<file path="src/rtl/uart_tx_fifo.sv">
// uart_tx_fifo
// 8N1 UART transmitter fed by a byte FIFO, with a baud divider sampled
// at runtime.
// A valid/ready byte stream fills the FIFO. The frame FSM takes one byte
// per frame and shifts it out LSB first:
//   one start bit (0), eight data bits, one stop bit (1).
// Each symbol lasts eff_div clock cycles, where eff_div = max(div_i, 2).
// eff_div is latched when a byte is popped, so the frame in flight keeps its
// timing if div_i changes.
//
// Ports
//   clk_i    : clock, rising edge
//   rst_ni   : asynchronous active-low reset
//   div_i    : clock cycles per UART symbol (0 and 1 act as 2)
//   data_i   : byte to enqueue
//   valid_i  : data_i valid
//   ready_o  : FIFO can accept a byte (not full)
//   level_o  : bytes waiting in the FIFO (the byte being shifted is not counted)
//   idle_o   : FIFO empty and FSM idle
//   tx_o     : registered serial line, idle high
//
// FSM states
//   state | meaning
//   IDLE  | line high, waiting for a queued byte
//   START | start bit (line low) for eff_div cycles
//   DATA  | data bit bit_idx_q on the line, LSB first
//   STOP  | stop bit (line high); pops the next byte at its end if one is queued

module uart_tx_fifo #(
    parameter int unsigned Depth    = 8,
    parameter int unsigned DivWidth = 16
) (
    input  logic                       clk_i,
    input  logic                       rst_ni,
    input  logic [DivWidth-1:0]        div_i,
    input  logic [7:0]                 data_i,
    input  logic                       valid_i,
    output logic                       ready_o,
    output logic [$clog2(Depth):0]     level_o,
    output logic                       idle_o,
    output logic                       tx_o
);

    localparam int unsigned PtrW = $clog2(Depth);
    localparam int unsigned LvlW = PtrW + 1;

    typedef enum logic [1:0] {
        IDLE  = 2'd0,
        START = 2'd1,
        DATA  = 2'd2,
        STOP  = 2'd3
    } state_t;

    // ------------------------------------------------------------------
    // FIFO storage and pointers
    // ------------------------------------------------------------------
    // The pointers carry one extra wrap bit, so the difference between them
    // gives the fill level directly, including the full case.
    logic [7:0]      mem_q [Depth];
    logic [PtrW:0]   wr_ptr_q;
    logic [PtrW:0]   rd_ptr_q;
    logic [LvlW-1:0] level;
    logic            fifo_empty;
    logic            fifo_full;
    logic            push;
    logic            pop;
    logic [7:0]      head_byte;

    assign level      = wr_ptr_q - rd_ptr_q;
    assign fifo_empty = (level == '0);
    assign fifo_full  = (level == LvlW'(Depth));
    assign head_byte  = mem_q[rd_ptr_q[PtrW-1:0]];

    // ready_o comes only from full. A pop in the same cycle does not free
    // space until the next cycle, so there is no pass-through path.
    assign push = valid_i && !fifo_full;

    always_ff @(posedge clk_i) begin
        if (push) begin
            mem_q[wr_ptr_q[PtrW-1:0]] <= data_i;
        end
    end

    always_ff @(posedge clk_i or negedge rst_ni) begin
        if (!rst_ni) begin
            wr_ptr_q <= '0;
            rd_ptr_q <= '0;
        end else begin
            if (push) begin
                wr_ptr_q <= wr_ptr_q + 1'b1;
            end
            if (pop) begin
                rd_ptr_q <= rd_ptr_q + 1'b1;
            end
        end
    end

    // ------------------------------------------------------------------
    // Frame FSM
    // ------------------------------------------------------------------
    state_t              state_q;
    logic [DivWidth-1:0] eff_div_q;
    logic [DivWidth-1:0] cyc_cnt_q;
    logic [2:0]          bit_idx_q;
    logic [7:0]          shift_q;
    logic                tx_q;
    logic                sym_end;
    logic [DivWidth-1:0] div_clamped;
    logic [2:0]          bit_idx_nxt;

    assign div_clamped = (div_i < DivWidth'(2)) ? DivWidth'(2) : div_i;
    assign sym_end     = (cyc_cnt_q == eff_div_q - DivWidth'(1));
    assign bit_idx_nxt = bit_idx_q + 3'd1;

    // A pop happens only when a frame starts: from IDLE, or straight out of
    // STOP so that the next start bit follows the stop bit with no gap.
    assign pop = !fifo_empty &&
                 ((state_q == IDLE) || ((state_q == STOP) && sym_end));

    always_ff @(posedge clk_i or negedge rst_ni) begin
        if (!rst_ni) begin
            state_q   <= IDLE;
            eff_div_q <= DivWidth'(2);
            cyc_cnt_q <= '0;
            bit_idx_q <= '0;
            shift_q   <= '0;
            tx_q      <= 1'b1;
        end else begin
            case (state_q)
                IDLE: begin
                    tx_q <= 1'b1;
                    if (!fifo_empty) begin
                        shift_q   <= head_byte;
                        eff_div_q <= div_clamped;
                        cyc_cnt_q <= '0;
                        tx_q      <= 1'b0;
                        state_q   <= START;
                    end
                end

                START: begin
                    if (sym_end) begin
                        cyc_cnt_q <= '0;
                        bit_idx_q <= '0;
                        tx_q      <= shift_q[0];
                        state_q   <= DATA;
                    end else begin
                        cyc_cnt_q <= cyc_cnt_q + 1'b1;
                    end
                end

                DATA: begin
                    if (sym_end) begin
                        cyc_cnt_q <= '0;
                        if (bit_idx_q == 3'd7) begin
                            tx_q    <= 1'b1;
                            state_q <= STOP;
                        end else begin
                            bit_idx_q <= bit_idx_nxt;
                            tx_q      <= shift_q[bit_idx_nxt];
                        end
                    end else begin
                        cyc_cnt_q <= cyc_cnt_q + 1'b1;
                    end
                end

                STOP: begin
                    if (sym_end) begin
                        cyc_cnt_q <= '0;
                        if (!fifo_empty) begin
                            shift_q   <= head_byte;
                            eff_div_q <= div_clamped;
                            tx_q      <= 1'b0;
                            state_q   <= START;
                        end else begin
                            tx_q    <= 1'b1;
                            state_q <= IDLE;
                        end
                    end else begin
                        cyc_cnt_q <= cyc_cnt_q + 1'b1;
                    end
                end

                default: begin
                    tx_q    <= 1'b1;
                    state_q <= IDLE;
                end
            endcase
        end
    end

    // ------------------------------------------------------------------
    // Outputs
    // ------------------------------------------------------------------
    assign ready_o = !fifo_full;
    assign level_o = level;
    assign idle_o  = fifo_empty && (state_q == IDLE);
    assign tx_o    = tx_q;

endmodule
</file>
<file path="config.mk">
export PLATFORM = sky130hd
export DESIGN_NAME = uart_tx_fifo
export DESIGN_NICKNAME = d
export VERILOG_FILES = /design/src/rtl/uart_tx_fifo.sv
export SDC_FILE = /design/constraint.sdc
export NUM_CORES = 1
export LEC_CHECK = 0
export BUFFER_PORTS_ARGS = -buffer_cell sky130_fd_sc_hd__clkbuf_2
export CORE_ASPECT_RATIO = 0.8
export CORE_MARGIN = 5
export CORE_UTILIZATION = 65
export DETAILED_ROUTE_END_ITERATION = 10
export PLACE_DENSITY_LB_ADDON = 0.12
export SLEW_MARGIN = 0
export SYNTH_ARGS = -nofsm -noshare
export SYNTH_HDL_FRONTEND = slang
export SYNTH_SLANG_ARGS = --single-unit
</file>
<file path="constraint.sdc">
create_clock -name clk_i -period 9.64 [get_ports clk_i]
set_input_delay 0 -clock clk_i [delete_from_list [all_inputs] [get_ports clk_i]]
set_output_delay 0 -clock clk_i [all_outputs]
set_load 0.05 [all_outputs]
</file>
==> reports/metrics.cfg, run 1 <==
[layout]
layout.cells.most_common_list=64 x edfxtp_1, 52 x dfrtp_1, 40 x nand2_1
proportion_of_layout_cells_with_a_drive_suffix_above_1=0.244
finish.utilization=0.789
n_fill_cell=539
layout.cells.most_common=edfxtp_1
layout.nets=573
diodes=0
area_delta_synth_final_pct=19.3
ff_latch_area_sq_um=3280
multi_input_comb_area_sq_um=2520

[clock_tree]
tritoncts=built
numCtsBuffers=17
cts_max_path_buffers=2
cts.reportedPaths.clkPinSlew_ps=60
htree_levels=4
worstSkewPairLatency_ps=410
root_buffer=clkbuf_16
numClockSinks=118
hold_buffer_count_at_cts=25
postCtsResizedCells=0
post-cts-setup-buffer-count=0

[yosys]
yosys_register_bits=118
yosysUniqueCellTypes=58
synthFlopType=edfxtp_1
synth-async-reset-ratio=0.458
netlist_area_sq_um=5950
synthMuxAreaShare=0.144
synth_area_leader_cell=edfxtp_1
synthSimpleGateAreaFrac=0.136
net_count_of_the_mapped_netlist=503
ys_seq_area_frac=0.551
synth_enable_flop_cells=64
synth_top_family_by_area=multiplexers
synth_area_per_cell_sq_um=12.9
netlist_instances=461
synth_adder_area_share=0.0328
yosys-top-cells-area=edfxtp_1 32%, dfrtp_1 22%, mux4_2 6.8%
synthDominantCellAreaShare=0.323
synth_xor_area_frac=0.0398
synth.yosys.warnings=0
share_of_the_synthesized_area_in_compound_gates_ao_oa_aoi_oai=0.0696

[sta]
fin_ws_ps=5680
final-hold-violation-count=0
final_min_period_over_clock_period=0.411
setup_repair_after_global_routing_missed_its_margin=false
relSlewSlack=0.219
fin_skew_ps=9.20
final_period_minus_worst_setup_slack_ps=3960
fin_tns_setup_ps=0
timing_worst_slew_pin_value_ps=1170
max_freq_mhz=252
finalMaxSlewViolations=0
report.final.setup_viol=0

[worst_hold_path]
holdPathStages=3
hold_path_end=wr_ptr_q[0]$_DFFE_PN0P_
worst_hold_startpoint=valid_i
hold_path.class=in2reg

[pwr]
total_power_uw=2530
leakagePower_uw=0.00291
vdd_drop_max_mv=0.545
power_per_cell_area_nw_per_um2=357

[place]
dpl.hpwl_um=8690
place_worst_setup_slack_ps=5710
port_buffers=33
place.gp.congestion=0.889

[grt]
grt_first_pass_wirelength_um=21400
antenna_found_initial=0
grt-ovfl-total=0
first_global_vias=4102
groute.usage.overall=0.261
grt_start_max_net_pins=55

[route]
detail-route-antenna-nets=0
first_pass_iteration_count_of_the_detailed_router=5
dr_vias_cell=6.10
wl_per_cell_um=19.8
drt_iter0_drc=415
drt_drc_violations_left=0
routed-via-count=4021
drt_wl_total_um=13000

[die]
floorplan.initialDensity=0.661
floorplan.die.height_um=95.6
placeableCoreArea_sq_um=9000
ios=34
rows=31
die-area_sq_um=11200
die_x_um=117

[setup_path]
worst-r2r-setup-slack_ps=5680
worst_ep_arrival_time_ps=4250
cp_cell_sequence=inv_1, ha_1, or4b_4, nor4_2, o22ai_1, or4_1, or4b_4, o21ai_2, nand2_2, mux2_4
path_class=reg2reg
worst-endpoint-required_ps=9930
worst_path_most_repeated_cell=or4b_4
worst_r2r_path_depth=10
master_of_the_slowest_instance_on_the_critical_path=or4b_4
worst_r2r_endpoint=shift_q[4]$_DFFE_PN0P_
r2r_start=eff_div_q[0]$_DFFE_PN0P_
setup.worst_path.start_class=register
crit_path_max_incr_delay_ps=550
critPathBufInv=1
path_delay_family=simple AND/OR/NAND/NOR gates
critical_path.endpoint_type=register
critical_path_peak_fanout=24

[job]
timing.max_cap.violations=0

[outcome]
run_status=finished clean

-- sequential cells by signal, indices dropped and copies added (netlist names) --
name and cells:
mem_q 64, cyc_cnt_q 16, eff_div_q 16, shift_q 8, rd_ptr_q 4, wr_ptr_q 4
bit_idx_q 3, state_q 2, tx_o 1
-- power breakdown --
group | leakage (uW) | total [uW] | internal [uW] | switching (uW)
clock network | 0.000295 | 630 | 404 | 226
logic | 0.00138 | 1070 | 497 | 572
registers | 0.00124 | 832 | 676 | 156
total | 0.00291 | 2530 | 1580 | 954
-- metrics by stage --
step,hold WS [ps],instance area [sq um],std cells
CTS,66.7,7100,659
floorplan,-296,5950,461
global route,120,7100,659
detailed placement,176,6250,602
finish,86.4,7100,659
global placement,169,6250,602
-- worst max path at each step --
stage | startpoint | end | slack (ps) | cells past startpoint
after floorplan | rd_ptr_q[1]$_DFFE_PN0P_ | mem_q[0][0]$_DFFE_PP_ | 5530 | 10
final | eff_div_q[0]$_DFFE_PN0P_ | shift_q[4]$_DFFE_PN0P_ | 5680 | 10
after global placement | eff_div_q[0]$_DFFE_PN0P_ | eff_div_q[11]$_DFFE_PN0P_ | 5790 | 10
after detailed placement | eff_div_q[0]$_DFFE_PN0P_ | eff_div_q[7]$_DFFE_PN0P_ | 5710 | 10
after CTS | rd_ptr_q[1]$_DFFE_PN0P_ | idle_o | 5680 | 9
after global routing | rd_ptr_q[1]$_DFFE_PN0P_ | idle_o | 5400 | 9
-- layer usage --
metal	part of all wire	routed length (um)	track usage	up-vias
met5	0	0	0	-
met1	0.47	6070	0.374	2006
met2	0.47	6110	0.389	114
met4	0.013	165	0.0850	0
met3	0.054	703	0.0723	20
li1	-	-	-	1881
-- cells in the mapped netlist (12+ instances only) --
library cell / number
nor4_1: 12
a21oi_1: 18
nand2b_1: 12
a31oi_1: 12
edfxtp_1: 64
ha_1: 14
nor2_1: 18
xnor2_1: 16
nor3_1: 13
inv_1: 20
nand2_1: 40
dfrtp_1: 52
mux2_4: 18
mux4_2: 18
-- cell families after synthesis --
group | Yosys count
adder cells (fa/ha/maj) | 15
buffers and inverters | 37
AO/OA/AOI/OAI | 62
flip-flops | 118
AND/OR/NAND/NOR | 149
multiplexers | 53
XOR/XNOR | 27
-- worst reg2reg max path: cells and delay by family, from the launching register on --
| family | cells | cell delay (ps) |
|---|---|---|
| mux | 1 | 490 |
| compound gates | 2 | 250 |
| fa+ha+maj | 1 | 230 |
| flops | 1 | 430 |
| simple gates | 5 | 2320 |
| buf+inv | 1 | 100 |
-- layout make-up --
class / instances / area share
clock buffer: 22 / 0.0670
clock inverter: 10 / 0.0166
inverter: 20 / 0.0106
multi-input combinational: 306 / 0.355
sequential: 118 / 0.462
tap: 115 / 0.0203
timing repair buffer: 68 / 0.0691
Power figures use the tool's default switching activity.
==> run 2: changes to the inputs <==
- ABC_AREA: unset -> 1
- CORE_UTILIZATION: 65 -> 61
- clock period: 9.64 -> 4.06 ns (I/O delays scaled with it)
==> run 2 against run 1 <==
Setup slack got worse by 5200 ps; final area rose by 3.0%; power rose by 150%; synthesized cell count rose by 49%; sequential share of layout area fell by 1.3 points; clock skew barely moved; largest power group unchanged.
==> reports/metrics.cfg, run 2 <==
[layout]
layout.cells.most_common=nand2_1
ff_latch_area_sq_um=3280  ; unchanged
multi_input_comb_area_sq_um=2580  ; +2.4%
n_fill_cell=711  ; +32%
layout.cells.most_common_list=216 x nand2_1, 64 x edfxtp_1, 59 x nand3_1
area_delta_synth_final_pct=18.3
flip_flop_count_of_the_largest_register_all_copies_and_words_added=64  ; unchanged
layout.nets=786  ; +37%
proportion_of_layout_cells_with_a_drive_suffix_above_1=0.119  ; -0.125
post_layout_nonfiller_instances=892  ; +35%
diodes=0  ; unchanged

[setup_path]
path_class=reg2out
cp_cell_sequence=buf_4, clkinv_1, ha_1, nand2_1, o21ai_0, xnor2_1, nand3_1, inv_1, clkbuf_2
master_of_the_slowest_instance_on_the_critical_path=nand3_1
crit_path_max_incr_delay_ps=520  ; -30 ps
critPathBufInv=4  ; +3
setup.worst_path.start_class=register
critical_path_peak_fanout=21  ; -13%
worst-endpoint-required_ps=4060  ; -5870 ps
worst_ep_arrival_time_ps=3620  ; -630 ps
critical_path.endpoint_type=output port
path_delay_family=buffers and inverters

[sta]
finalMaxSlewViolations=0  ; unchanged
relSlewSlack=0.372  ; +0.153
setup_repair_after_global_routing_missed_its_margin=false
fin_skew_ps=9.60  ; +0.407 ps
fin_tns_setup_ps=0  ; unchanged
final_min_period_over_clock_period=0.892
report.final.setup_viol=0  ; unchanged
timing_worst_slew_pin_value_ps=940  ; -231 ps
final-hold-violation-count=0  ; unchanged
max_freq_mhz=276
final_period_minus_worst_setup_slack_ps=3620

[route]
wl_per_cell_um=18.3  ; -7.5%
drt_wl_total_um=16300  ; +25%
drt_drc_violations_left=0  ; unchanged
drt_iter0_drc=608  ; +47%
routed-via-count=5162  ; +28%
first_pass_iteration_count_of_the_detailed_router=5  ; unchanged
dr_vias_cell=5.79  ; -5.2%
detail-route-antenna-nets=0  ; unchanged

[clock_tree]
cts.reportedPaths.clkPinSlew_ps=60  ; about the same
numClockSinks=118  ; unchanged
worstSkewPairLatency_ps=420  ; about the same
root_buffer=clkbuf_16
post-cts-setup-buffer-count=0  ; unchanged
numCtsBuffers=17  ; unchanged
cts_max_path_buffers=2  ; unchanged
tritoncts=built
htree_levels=4  ; unchanged

[place]
dp_cells=835  ; +39%
port_buffers=33  ; unchanged
place.gp.congestion=0.926  ; +4.1%
dpl.hpwl_um=11000  ; +27%

[yosys]
synth_area_per_cell_sq_um=9.01  ; -30%
synthFlopType=edfxtp_1
yosys-top-cells-area=edfxtp_1 31%, dfrtp_1 21%, nand2_1 13%
synth.yosys.warnings=0  ; unchanged
yosys_register_bits=118  ; unchanged
share_of_the_synthesized_area_in_compound_gates_ao_oa_aoi_oai=0.0784  ; +0.00875
netlist_area_sq_um=6180  ; +3.9%
yosysUniqueCellTypes=36  ; -38%
synth-async-reset-ratio=0.458  ; unchanged
synth_top_family_by_area=simple AND/OR/NAND/NOR gates
synthMostInstantiatedCell=nand2_1
synth_enable_flop_cells=64  ; unchanged
synth_xor_area_frac=0.0518  ; +0.0121
synth_area_leader_cell=edfxtp_1
ys_seq_area_frac=0.530  ; -0.0205
net_count_of_the_mapped_netlist=728  ; +45%
synthDominantCellAreaShare=0.311  ; -0.0120
synth_adder_area_share=0.0316  ; -0.00122
synth_common_cells=216 x nand2_1, 64 x edfxtp_1, 59 x nand3_1
synthMuxAreaShare=0.00486  ; -0.139
synthSimpleGateAreaFrac=0.251  ; +0.115
netlist_instances=686  ; +49%

[grt]
grt_first_pass_wirelength_um=26300  ; +23%
grt-ovfl-total=0  ; unchanged
groute.usage.overall=0.283  ; +0.0223
first_global_vias=5018  ; +22%
antenna_found_initial=0  ; unchanged
grt_start_max_net_pins=55  ; unchanged

[pwr]
power_per_cell_area_nw_per_um2=858  ; +140%
vdd_drop_max_mv=1.02  ; +86%
leakagePower_uw=0.00320  ; +10%
total_power_uw=6270  ; +150%

[die]
placeableCoreArea_sq_um=9770  ; +8.6%
die_x_um=123  ; +4.8%
rows=32  ; +3.2%
die-area_sq_um=12300  ; +9.6%
floorplan.die.height_um=100  ; +4.7%
floorplan.initialDensity=0.632  ; -0.0286
ios=34  ; unchanged

[worst_hold_path]
hold_path.class=in2async

[outcome]
run_status=finished clean

[job]
timing.max_cap.violations=0  ; unchanged

-- run 2: cell count changes after synthesis, moves of 9 or more --
| cell | before | now |
|---|---|---|
| nand2b_1 | 12 | 0 |
| mux4_2 | 18 | 0 |
| a221oi_1 | 0 | 16 |
| a31oi_1 | 12 | 0 |
| inv_1 | 20 | 48 |
| nor2_1 | 18 | 43 |
| xor2_1 | 11 | 22 |
| mux2_2 | 10 | 0 |
| nor3_1 | 13 | 4 |
| nand3_1 | 10 | 59 |
| mux2_4 | 18 | 0 |
| and3_1 | 9 | 0 |
| a21oi_1 | 18 | 38 |
| nand2_1 | 40 | 216 |
-- run 2: through the flow --
| step | hold slack [ps] | util | worst slack (ps) | cell area (sq um) |
|---|---|---|---|---|
| 2_1_floorplan | -296 | - | 439 | 6180 |
| 3_5_place_dp | 168 | 0.656 | 611 | 6410 |
| 5_1_grt | 348 | 0.748 | 143 | 7310 |
| 3_3_place_gp | 165 | 0.656 | 810 | 6410 |
| 4_1_cts | 281 | 0.748 | 550 | 7310 |
| 6_report | 257 | 0.748 | 438 | 7310 |
-- run 2: worst paths after layout --
kind / start / end / slack (ps) / cells past startpoint
min: rst_ni / bit_idx_q[0]$_DFFE_PN0P_ / 260 / 3
min in group clk_i: div_i[8] / eff_div_q[8]$_DFFE_PN0P_ / 380 / 4
max reg2reg: rd_ptr_q[1]$_DFFE_PN0P_ / mem_q[7][0]$_DFFE_PP_ / 470 / 12
max in group asynchronous: rst_ni / eff_div_q[13]$_DFFE_PN0P_ / 3340 / 3
max: rd_ptr_q[1]$_DFFE_PN0P_ / idle_o / 440 / 9
min reg2reg: shift_q[3]$_DFFE_PN0P_ / shift_q[3]$_DFFE_PN0P_ / 460 / 2
-- run 2: timing repair --
action / 4_1_cts / 5_1_grt
hold buffers: 26 / 0
endpoints found under the hold margin: 133 / 0
gates resized for setup: 0 / 0
-- run 2: cells by family after synthesis --
logic type	Yosys count
flops	118
xor+xnor	35
simple gates	359
mux	3
buf+inv	75
compound gates	81
fa+ha+maj	15
-- run 2: where the power goes --
part           total, uW  internal (uW)  switching (uW)
Sequential          1870           1600             272
Clock               1630           1080             544
Combinational       2780            856            1920
-- run 2: layer usage --
metal	vias up	share of wire	wire (um)	global-route usage
met5	-	0	0	0
met4	0	0.015	246	0.0947
met3	30	0.10	1710	0.0710
met2	279	0.42	6790	0.389
met1	2434	0.46	7590	0.436
li1	2419	-	-	-
-- run 2: worst reg2reg max path, cell delays in order, from the launching register on --
cell	delay [ps]
dfrtp_1	320
buf_4	240
clkinv_1	460
ha_1	480
nand2_1	50
o21ai_0	210
xnor2_1	200
inv_1	110
nand2_1	100
nand2_1	80
inv_1	120
nand2_1	170
nor2_1	680
-- run 2: final cells by class --
cell class | instances | share of cell area
repair buffers | 63 | 0.0623
clock inverters | 13 | 0.0282
well taps | 136 | 0.0233
inverters | 51 | 0.0262
flip-flops and latches | 118 | 0.448
clock buffers | 18 | 0.0587
multi-input cells | 493 | 0.353
